`src/rtl/apb_queued_master.sv`:
```
// apb_queued_master: queued APB requester with a command FIFO, a 2-entry response buffer and an ACCESS timeout.
module apb_queued_master #(
  parameter int ADDR_WIDTH = 32,
  parameter int DATA_WIDTH = 32,
  parameter int DEPTH      = 4,
  parameter int TIMEOUT    = 16
) (
  input  logic                      clk,
  input  logic                      rst_n,
  input  logic                      cmd_valid,
  output logic                      cmd_ready,
  input  logic                      cmd_write,
  input  logic [ADDR_WIDTH-1:0]     cmd_addr,
  input  logic [DATA_WIDTH-1:0]     cmd_wdata,
  input  logic [DATA_WIDTH/8-1:0]   cmd_strb,
  output logic                      rsp_valid,
  input  logic                      rsp_ready,
  output logic [DATA_WIDTH-1:0]     rsp_rdata,
  output logic                      rsp_write,
  output logic                      rsp_err,
  output logic                      rsp_timeout,
  output logic                      psel,
  output logic                      penable,
  output logic                      pwrite,
  output logic [ADDR_WIDTH-1:0]     paddr,
  output logic [DATA_WIDTH-1:0]     pwdata,
  output logic [DATA_WIDTH/8-1:0]   pstrb,
  input  logic                      pready,
  input  logic [DATA_WIDTH-1:0]     prdata,
  input  logic                      pslverr,
  output logic [$clog2(DEPTH):0]    cmd_level,
  output logic                      busy
);
  localparam int SW = DATA_WIDTH / 8;
  localparam int LW = $clog2(DEPTH);
  localparam int TW = TIMEOUT > 0 ? $clog2(TIMEOUT + 1) : 1;
  localparam int CW = 1 + ADDR_WIDTH + DATA_WIDTH + SW;
  localparam int RW = DATA_WIDTH + 3;

  typedef enum logic [1:0] {IDLE, SETUP, ACCESS} state_t;

  state_t                state_q, state_d;
  logic [CW-1:0]         cmd_mem [DEPTH];
  logic [RW-1:0]         rsp_mem [2];
  logic [LW-1:0]         wr_q, wr_d, rd_q, rd_d;
  logic [LW:0]           lvl_q, lvl_d;
  logic                  rdy_q, rdy_d;
  logic                  rsp_wr_q, rsp_wr_d, rsp_rd_q, rsp_rd_d;
  logic [1:0]            rsp_cnt_q, rsp_cnt_d;
  logic [TW-1:0]         tmo_q, tmo_d;
  logic                  psel_q, psel_d, penable_q, penable_d, pwrite_q, pwrite_d;
  logic [ADDR_WIDTH-1:0] paddr_q, paddr_d;
  logic [DATA_WIDTH-1:0] pwdata_q, pwdata_d;
  logic [SW-1:0]         pstrb_q, pstrb_d;
  logic                  h_write;
  logic [ADDR_WIDTH-1:0] h_addr;
  logic [DATA_WIDTH-1:0] h_wdata;
  logic [SW-1:0]         h_strb;
  logic                  push, start, tmo_hit, done, rsp_pop;
  logic [RW-1:0]         rsp_entry;

  assign {h_write, h_addr, h_wdata, h_strb} = cmd_mem[rd_q];
  assign push      = cmd_valid & rdy_q;
  assign rsp_pop   = (rsp_cnt_q != 2'd0) & rsp_ready;
  assign tmo_hit   = (TIMEOUT != 0) && state_q == ACCESS && !pready && tmo_q == TW'(TIMEOUT - 1);
  assign done      = state_q == ACCESS && (pready || tmo_hit);
  // A timed-out transfer reports err with zero data regardless of what the completer drives.
  assign rsp_entry = {(pwrite_q | tmo_hit) ? '0 : prdata, pwrite_q, pslverr | tmo_hit, tmo_hit};
  // Launch only if the response buffer can still absorb this transfer's result after this edge.
  assign start     = lvl_q != '0 && rsp_cnt_d <= 2'd1 && (state_q == IDLE || done);

  always_comb begin
    wr_d      = push ? wr_q + LW'(1) : wr_q;
    rd_d      = start ? rd_q + LW'(1) : rd_q;
    lvl_d     = (push && !start) ? lvl_q + (LW+1)'(1) : (!push && start) ? lvl_q - (LW+1)'(1) : lvl_q;
    rdy_d     = lvl_d != (LW+1)'(DEPTH);
    rsp_wr_d  = done ? ~rsp_wr_q : rsp_wr_q;
    rsp_rd_d  = rsp_pop ? ~rsp_rd_q : rsp_rd_q;
    rsp_cnt_d = (done && !rsp_pop) ? rsp_cnt_q + 2'd1 : (!done && rsp_pop) ? rsp_cnt_q - 2'd1 : rsp_cnt_q;
  end

  always_comb begin
    state_d   = state_q;
    tmo_d     = tmo_q;
    psel_d    = psel_q;
    penable_d = penable_q;
    pwrite_d  = pwrite_q;
    paddr_d   = paddr_q;
    pwdata_d  = pwdata_q;
    pstrb_d   = pstrb_q;
    if (start) begin
      state_d   = SETUP;
      psel_d    = 1'b1;
      penable_d = 1'b0;
      pwrite_d  = h_write;
      paddr_d   = h_addr;
      pwdata_d  = h_write ? h_wdata : '0;
      pstrb_d   = h_write ? h_strb : '0;
    end else if (state_q == SETUP) begin
      state_d   = ACCESS;
      penable_d = 1'b1;
      tmo_d     = '0;
    end else if (state_q == ACCESS && !done) begin
      tmo_d     = tmo_q + TW'(1);
    end else if (state_q == ACCESS) begin
      state_d   = IDLE;
      psel_d    = 1'b0;
      penable_d = 1'b0;
      pwrite_d  = 1'b0;
      paddr_d   = '0;
      pwdata_d  = '0;
      pstrb_d   = '0;
    end
  end

  always_ff @(posedge clk or negedge rst_n) begin
    if (!rst_n) begin
      state_q   <= IDLE;
      wr_q      <= '0;
      rd_q      <= '0;
      lvl_q     <= '0;
      rdy_q     <= 1'b0;
      rsp_wr_q  <= 1'b0;
      rsp_rd_q  <= 1'b0;
      rsp_cnt_q <= '0;
      tmo_q     <= '0;
      psel_q    <= 1'b0;
      penable_q <= 1'b0;
      pwrite_q  <= 1'b0;
      paddr_q   <= '0;
      pwdata_q  <= '0;
      pstrb_q   <= '0;
    end else begin
      state_q   <= state_d;
      wr_q      <= wr_d;
      rd_q      <= rd_d;
      lvl_q     <= lvl_d;
      rdy_q     <= rdy_d;
      rsp_wr_q  <= rsp_wr_d;
      rsp_rd_q  <= rsp_rd_d;
      rsp_cnt_q <= rsp_cnt_d;
      tmo_q     <= tmo_d;
      psel_q    <= psel_d;
      penable_q <= penable_d;
      pwrite_q  <= pwrite_d;
      paddr_q   <= paddr_d;
      pwdata_q  <= pwdata_d;
      pstrb_q   <= pstrb_d;
    end
  end

  always_ff @(posedge clk) begin
    if (push) cmd_mem[wr_q] <= {cmd_write, cmd_addr, cmd_wdata, cmd_strb};
    if (done) rsp_mem[rsp_wr_q] <= rsp_entry;
  end

  assign cmd_ready = rdy_q;
  assign cmd_level = lvl_q;
  assign rsp_valid = rsp_cnt_q != 2'd0;
  assign {rsp_rdata, rsp_write, rsp_err, rsp_timeout} = rsp_mem[rsp_rd_q];
  assign psel      = psel_q;
  assign penable   = penable_q;
  assign pwrite    = pwrite_q;
  assign paddr     = paddr_q;
  assign pwdata    = pwdata_q;
  assign pstrb     = pstrb_q;
  assign busy      = state_q != IDLE || lvl_q != '0 || rsp_cnt_q != 2'd0;
endmodule

```
`config.mk`:
```
export PLATFORM = sky130hd
export DESIGN_NAME = apb_queued_master
export DESIGN_NICKNAME = d
export VERILOG_FILES = /design/src/rtl/apb_queued_master.sv
export SDC_FILE = /design/constraint.sdc
export NUM_CORES = 1
export LEC_CHECK = 0
export BUFFER_PORTS_ARGS = -buffer_cell sky130_fd_sc_hd__buf_4
export CAP_MARGIN = 25
export CORE_MARGIN = 4
export CORE_UTILIZATION = 52
export DETAILED_ROUTE_END_ITERATION = 10
export PLACE_DENSITY = 0.86
export SKIP_LAST_GASP = 1
export SYNTH_ARGS = -nofsm -noshare
export SYNTH_HDL_FRONTEND = slang
export SYNTH_SLANG_ARGS = --single-unit
```
`constraint.sdc`:
```
create_clock -name clk -period 3.07 [get_ports clk]
set_clock_uncertainty 0.1 [all_clocks]
set_input_delay 0.307 -clock clk [delete_from_list [all_inputs] [get_ports clk]]
set_output_delay 0.307 -clock clk [all_outputs]
set_load 0.005 [all_outputs]
```
# After elaboration in Yosys (flattened, before gate mapping)
# Memory sizes are Yosys's and may differ from the RTL's.
# Index checks and enable logic that the tools add are counted.
[op_classes] add_sub_neg=7 n_lt_le_gt_ge=1 eq_ne=7 muxes=33 bitwise_logic=7 n_reduce_logical=29
[ops] cell="32-bit 2-to-1 mux" count=7
[ops] cell="4-bit 2-to-1 mux" count=5
[ops] cell="2-bit 2-to-1 mux" count=6
[ops] cell="1-bit 2-to-1 mux" count=11
[ops] cell="1-bit logical AND" count=10
[ops] cell="5-bit 2-to-1 mux" count=2
[ops] cell="2-bit nonzero test" count=4
[ops] cell="2-bit by 1-bit adder with 2-bit output, second input constant" count=3
[ops] cell="3-bit 2-to-1 mux" count=2
[ops] cell="3-bit inequality test, second input constant" count=2
[ops] cell="3-bit nonzero test" count=2
[ops] cell="5-bit by 1-bit adder with 5-bit output, second input constant" count=1
[ops] cell="5-bit by 4-bit == test with 1-bit output, second input constant" count=1
[ops] cell="1-bit logical NOT" count=5
[ops] cell="1-bit logical OR" count=4
[ops] cell="2-bit inequality test, second input constant" count=2
[ops] cell="2-bit AND reduction" count=2
[ops] cell="3-bit by 1-bit adder with 3-bit output, second input constant" count=1
[ops] cell="1-bit inverter" count=3
[ops] cell="3-bit AND reduction" count=1
[ops] cell="3-bit by 1-bit subtractor with 3-bit output, second input constant" count=1
[ops] cell="1-bit bitwise AND" count=2
[ops] cell="2-bit by 1-bit == test with 1-bit output, second input constant" count=1
[ops] cell="2-bit == test, second input constant" count=1
[ops] cell="other kinds (4)" count=5
[word_totals] register_bits=90 ram_bits=346 input_bits=107 output_inout_bits=112 memories=2
[memory_table] memory="cmd_mem" depth=4 word_bits=69 rd=1 rd_clocked_by_memory_dff=0 write_ports=1 line="43" source="logic [CW-1:0] cmd_mem [DEPTH];"
[memory_table] memory="rsp_mem" depth=2 word_bits=35 rd=1 rd_clocked_by_memory_dff=0 write_ports=1 line="44" source="logic [RW-1:0] rsp_mem [2];"

# Logic depth before layout (Yosys ltp)
[logic_depth] depth_word=16 depth_mapped=11 depth_no_buf=9

# Worst setup path after synthesis
# OpenSTA, ideal clock, no wires.
[synth_timing] path_kind="reg-to-reg" from="register tmo_q[0]" to="memory rsp_mem[0][0] (netlist name) (enable)" setup_ns=0.427 t_arrival_ns=2.834 required_time_ns=2.543 path_slack_ns=-0.292 stages_incl_launch_ff=8 n_path_buf=1 synth_period_minus_slack_ns=3.362 cell_sequence="dfrtp_1 > ha_1 > and3_1 > ha_1 > or2_1 > nand2b_1 > clkbuf_1 > nor2_1"
[synth_via] elab_chain_len=6
[synth_rtl] item="start: declaration" line="50" source="logic [TW-1:0] tmo_q, tmo_d;"
[synth_rtl] item="start signal: assignment" line="142" source="tmo_q <= tmo_d;"
[synth_rtl] item="5-bit by 4-bit == test with 1-bit output" line="65" source="assign tmo_hit = (TIMEOUT != 0) && state_q == ACCESS && !pready && tmo_q == TW'(TIMEOUT - 1);"
[synth_rtl] item="1-bit logical AND" line="65"
[synth_rtl] item="1-bit logical OR" line="66" source="assign done = state_q == ACCESS && (pready || tmo_hit);"
[synth_rtl] item="1-bit logical AND" line="66"
[synth_rtl] item="1-bit 2-to-1 mux" line="154" source="if (done) rsp_mem[rsp_wr_q] <= rsp_entry;"
[synth_rtl] item="1-bit 2-to-1 mux (implied by the code)" line="154"
[synth_rtl] item="end: declaration" line="44"
# Every way passes these cells.

# Worst setup path in the final report
[layout_timing] from="register tmo_q[0]" to="register paddr_q[18] (netlist: paddr[18])"
[layout_via] elab_chain_len=13 elab_cells_between_ends=19
[layout_rtl] item="5-bit by 4-bit == test with 1-bit output *" line="65"
[layout_rtl] item="1-bit logical AND *" line="65"
[layout_rtl] item="1-bit logical OR *" line="66"
[layout_rtl] item="1-bit logical AND *" line="66"
[layout_rtl] item="1-bit logical NOT" line="79, 103"
[layout_rtl] item="1-bit logical AND" line="79" source="rsp_cnt_d = (done && !rsp_pop) ? rsp_cnt_q + 2'd1 : (!done && rsp_pop) ? rsp_cnt_q - 2'd1 : rsp_cnt_q;"
[layout_rtl] item="2-bit 2-to-1 mux (2 in a row)" line="79"
[layout_rtl] item="2-bit by 1-bit less-or-equal comparator with 1-bit output" line="70" source="assign start = lvl_q != '0 && rsp_cnt_d <= 2'd1 && (state_q == IDLE || done);"
[layout_rtl] item="1-bit logical AND (2 in a row)" line="70"
[layout_rtl] item="2-bit inequality test (no line) / 2-bit nonzero test (equally long branches)"
[layout_rtl] item="3-bit AND reduction (no line)"
[layout_rtl] item="end signal: assignment" line="146" source="paddr_q <= paddr_d;"
[layout_rtl] item="end: declaration" line="52" source="logic [ADDR_WIDTH-1:0] paddr_q, paddr_d;"
# Mark *: on every way between the ends. The rest lies on a longest branch, timed or not.
# A chain may end at the register's enable or synchronous reset.

==> reports/results.ini <==
[power_and_ir_drop]
vdd_drop_max_v = 0.000769
power_density_nw_per_um2 = 945
p_leak_nw = 8.18
p_total_mw = 20.0

[synthesis]
synth_warnings = 0
synth_fp_nets = 942
synthCells = 825
syn_area_um2 = 16600
synthSimpleGateAreaFrac_pct = 4.36
synthAdderAreaFrac_pct = 0.755
synthDistinctLibCells = 50
synth_flop_cell = edfxtp_1
synth_top_family_by_area = multiplexers
synth_area_per_cell_um2 = 20.1
synth_compound_area_share_pct = 4.61
synthMuxAreaShare_pct = 11.9
synth-edff-count = 346
ys_ff_latch = 435
synth_xor_area_share_pct = 0.521
ys_seq_area_share_pct = 76.2
ys_async_sr_fraction_pct = 20.5

[cells_and_area]
seq_area_um2 = 12600
final_cell_area_um2 = 21200
multi_input_area_um2 = 3690
mostFrequentLayoutCells = edfxtp_1, buf_4, dlygate4sd3_1
area_growth_pct = 28.0
mostFrequentLayoutCell = edfxtp_1
drive_above_1_share_pct = 36.3
nFillCells = 1903
fin_nets = 1280

[setup_path]
crit_path_max_fanout = 26
cp.arrival_ns = 3.07
cp.required_ns = 3.40
r2r_slack_ns = 0.33
end_kind = flop
critPathLaunchType = flop
critPathKind = reg -> reg

[min_path]
hp-class = in -> reg

[floorplan]
ios = 219
start_util_pct = 52.6
num_rows = 65
die_x_um = 186
core_area_um2 = 31500
die_y_um = 186
die_area_um2 = 34800

[placed_design]
placed_area_um2 = 18800
routabilityCongestion = 0.775
dp_hpwl_mm = 21.0
pre_cts_ws_ns = 0.327
io_buffer_count = 218

[drt]
wirelength_mm = 37.5
drc = 0
vias_per_cell = 5.66
ant_nets = 0
drt_iter0_drc = 628
wire_per_inst_um = 23.4
first_pass_iters = 5
routed-via-count = 9057

[clocking]
clock_latency_ns = 0.55
tritoncts = done
cts_buffers = 42
clk_path_buf_depth = 3
postCtsResizedCells = 0
clock_sinks = 435
cts_root_buf = clkbuf_16
postCtsHoldBufs = 100
path_clk_slew_ns = 0.06
htreeDepth = 2
cts_setup_buffers = 0

[timing]
max_slew.worst_pin.slew_ns = 0.900
setup_viol = 0
hold_viol_final = 0
post-route-period-util_pct = 89.3
setup_slack_ns = 0.330
max-slew-margin-rel_pct = 40.0
rsz0062_at_grt = no
finalSetupTns_ns = 0
min_period_ns = 2.74
maxSlewViolCount = 0
fmaxAchievable_ghz = 0.365

[grt]
gr-total-overflow = 0
grt_max_degree = 70
grt_pass1_wl_mm = 58.3
antenna_found_initial = 1
grt_pass1_vias = 9973
track_usage_pct = 21.4

[job]
max_cap_viol_count = 0

[outcome]
outcome = finished, final reports clean

[cell usage after synthesis, types with 7 or more instances]
library cell	number	area share (%)
buf_2	7	0.21
clkbuf_1	26	0.59
a21o_1	32	1.5
inv_1	10	0.23
and2_1	32	1.2
and3_1	39	1.5
ha_1	10	0.76
edfxtp_1	346	63
nor2_1	11	0.25
xnor2_1	7	0.37
mux2_2	36	2.4
mux4_2	69	9.4
a32o_1	36	2.2
dfrtp_1	89	13
nand2_1	15	0.34
[area by class of cell]
cell class / count / share of cell area, %
flip-flops and latches: 435 / 59.6
multi-input cells: 333 / 17.4
repair buffers: 341 / 13.8
clock buffers: 59 / 5.59
well taps: 402 / 2.37
clock inverters: 19 / 1.03
inverters: 10 / 0.177
diodes: 1 / 0.0118
[state kept, by name, summed over array words and instances (netlist names)]
name       count
cmd_mem      276
psel           1
wr_q           2
rsp_mem       70
tmo_q          5
pwdata        32
rsp_cnt_q      2
rsp_rd_q       1
cmd_level      3
rsp_wr_q       1
cmd_ready      1
rd_q           2
state_q        2
paddr         32
pwrite         1
pstrb          4
[where the power goes]
group | switching (mW) | internal [mW]
combinational | 3.24 | 3.15
clock | 2.17 | 2.98
sequential | 0.659 | 7.83
total | 6.07 | 14.0
[layer usage]
layer / wire length [um] / vias to the layer above / global-route usage (%) / share of wire (%)
li1: - / 3981 / - / -
met1: 14400 / 4595 / 27.5 / 39
met2: 19200 / 420 / 37.0 / 51
met3: 2990 / 61 / 5.44 / 8.0
met4: 895 / 0 / 5.63 / 2.4
met5: 0 / - / 0 / 0
[metrics by stage]
step           instances  hold WS [ns]  util, %
2_1_floorplan        825       -0.0886        -
3_3_place_gp        1419         0.376     59.6
3_5_place_dp        1419         0.386     59.6
4_1_cts             1597      0.000989     67.2
5_1_grt             1600        0.0138     67.4
6_report            1600        0.0237     67.4
[critical path, stage by stage (launching register included)]
cell,delay [ns]
dfrtp_1,0.42
ha_1,0.24
and3_1,0.19
ha_1,0.22
nor2_4,0.20
nor3_2,0.09
o211ai_2,0.26
nand3_2,0.29
buf_12,0.26
and3_1,0.19
a21o_1,0.16
[worst paths after layout]
| check | to | startpoint | cells past startpoint |
|---|---|---|---|
| max in group asynchronous | tmo_q[1] | rst_n | 3 |
| min in group asynchronous | pwdata[9] | rst_n | 2 |
| hold / removal | rsp_mem[0][4] | prdata[1] | 2 |
| hold reg to reg | psel | psel | 2 |
| setup reg to reg | paddr[18] | tmo_q[0] | 10 |
| setup / recovery | paddr[18] | tmo_q[0] | 10 |
[cell families after synthesis]
| group | after synthesis |
|---|---|
| AOI/OAI and AO/OA | 90 |
| xor gates and xnor gates | 9 |
| adders and majority gates | 10 |
| buffers and inverters | 57 |
| and+or+nand+nor | 118 |
| muxes | 106 |
| DFF | 435 |
Note: power is estimated with default switching activity, not from simulation.
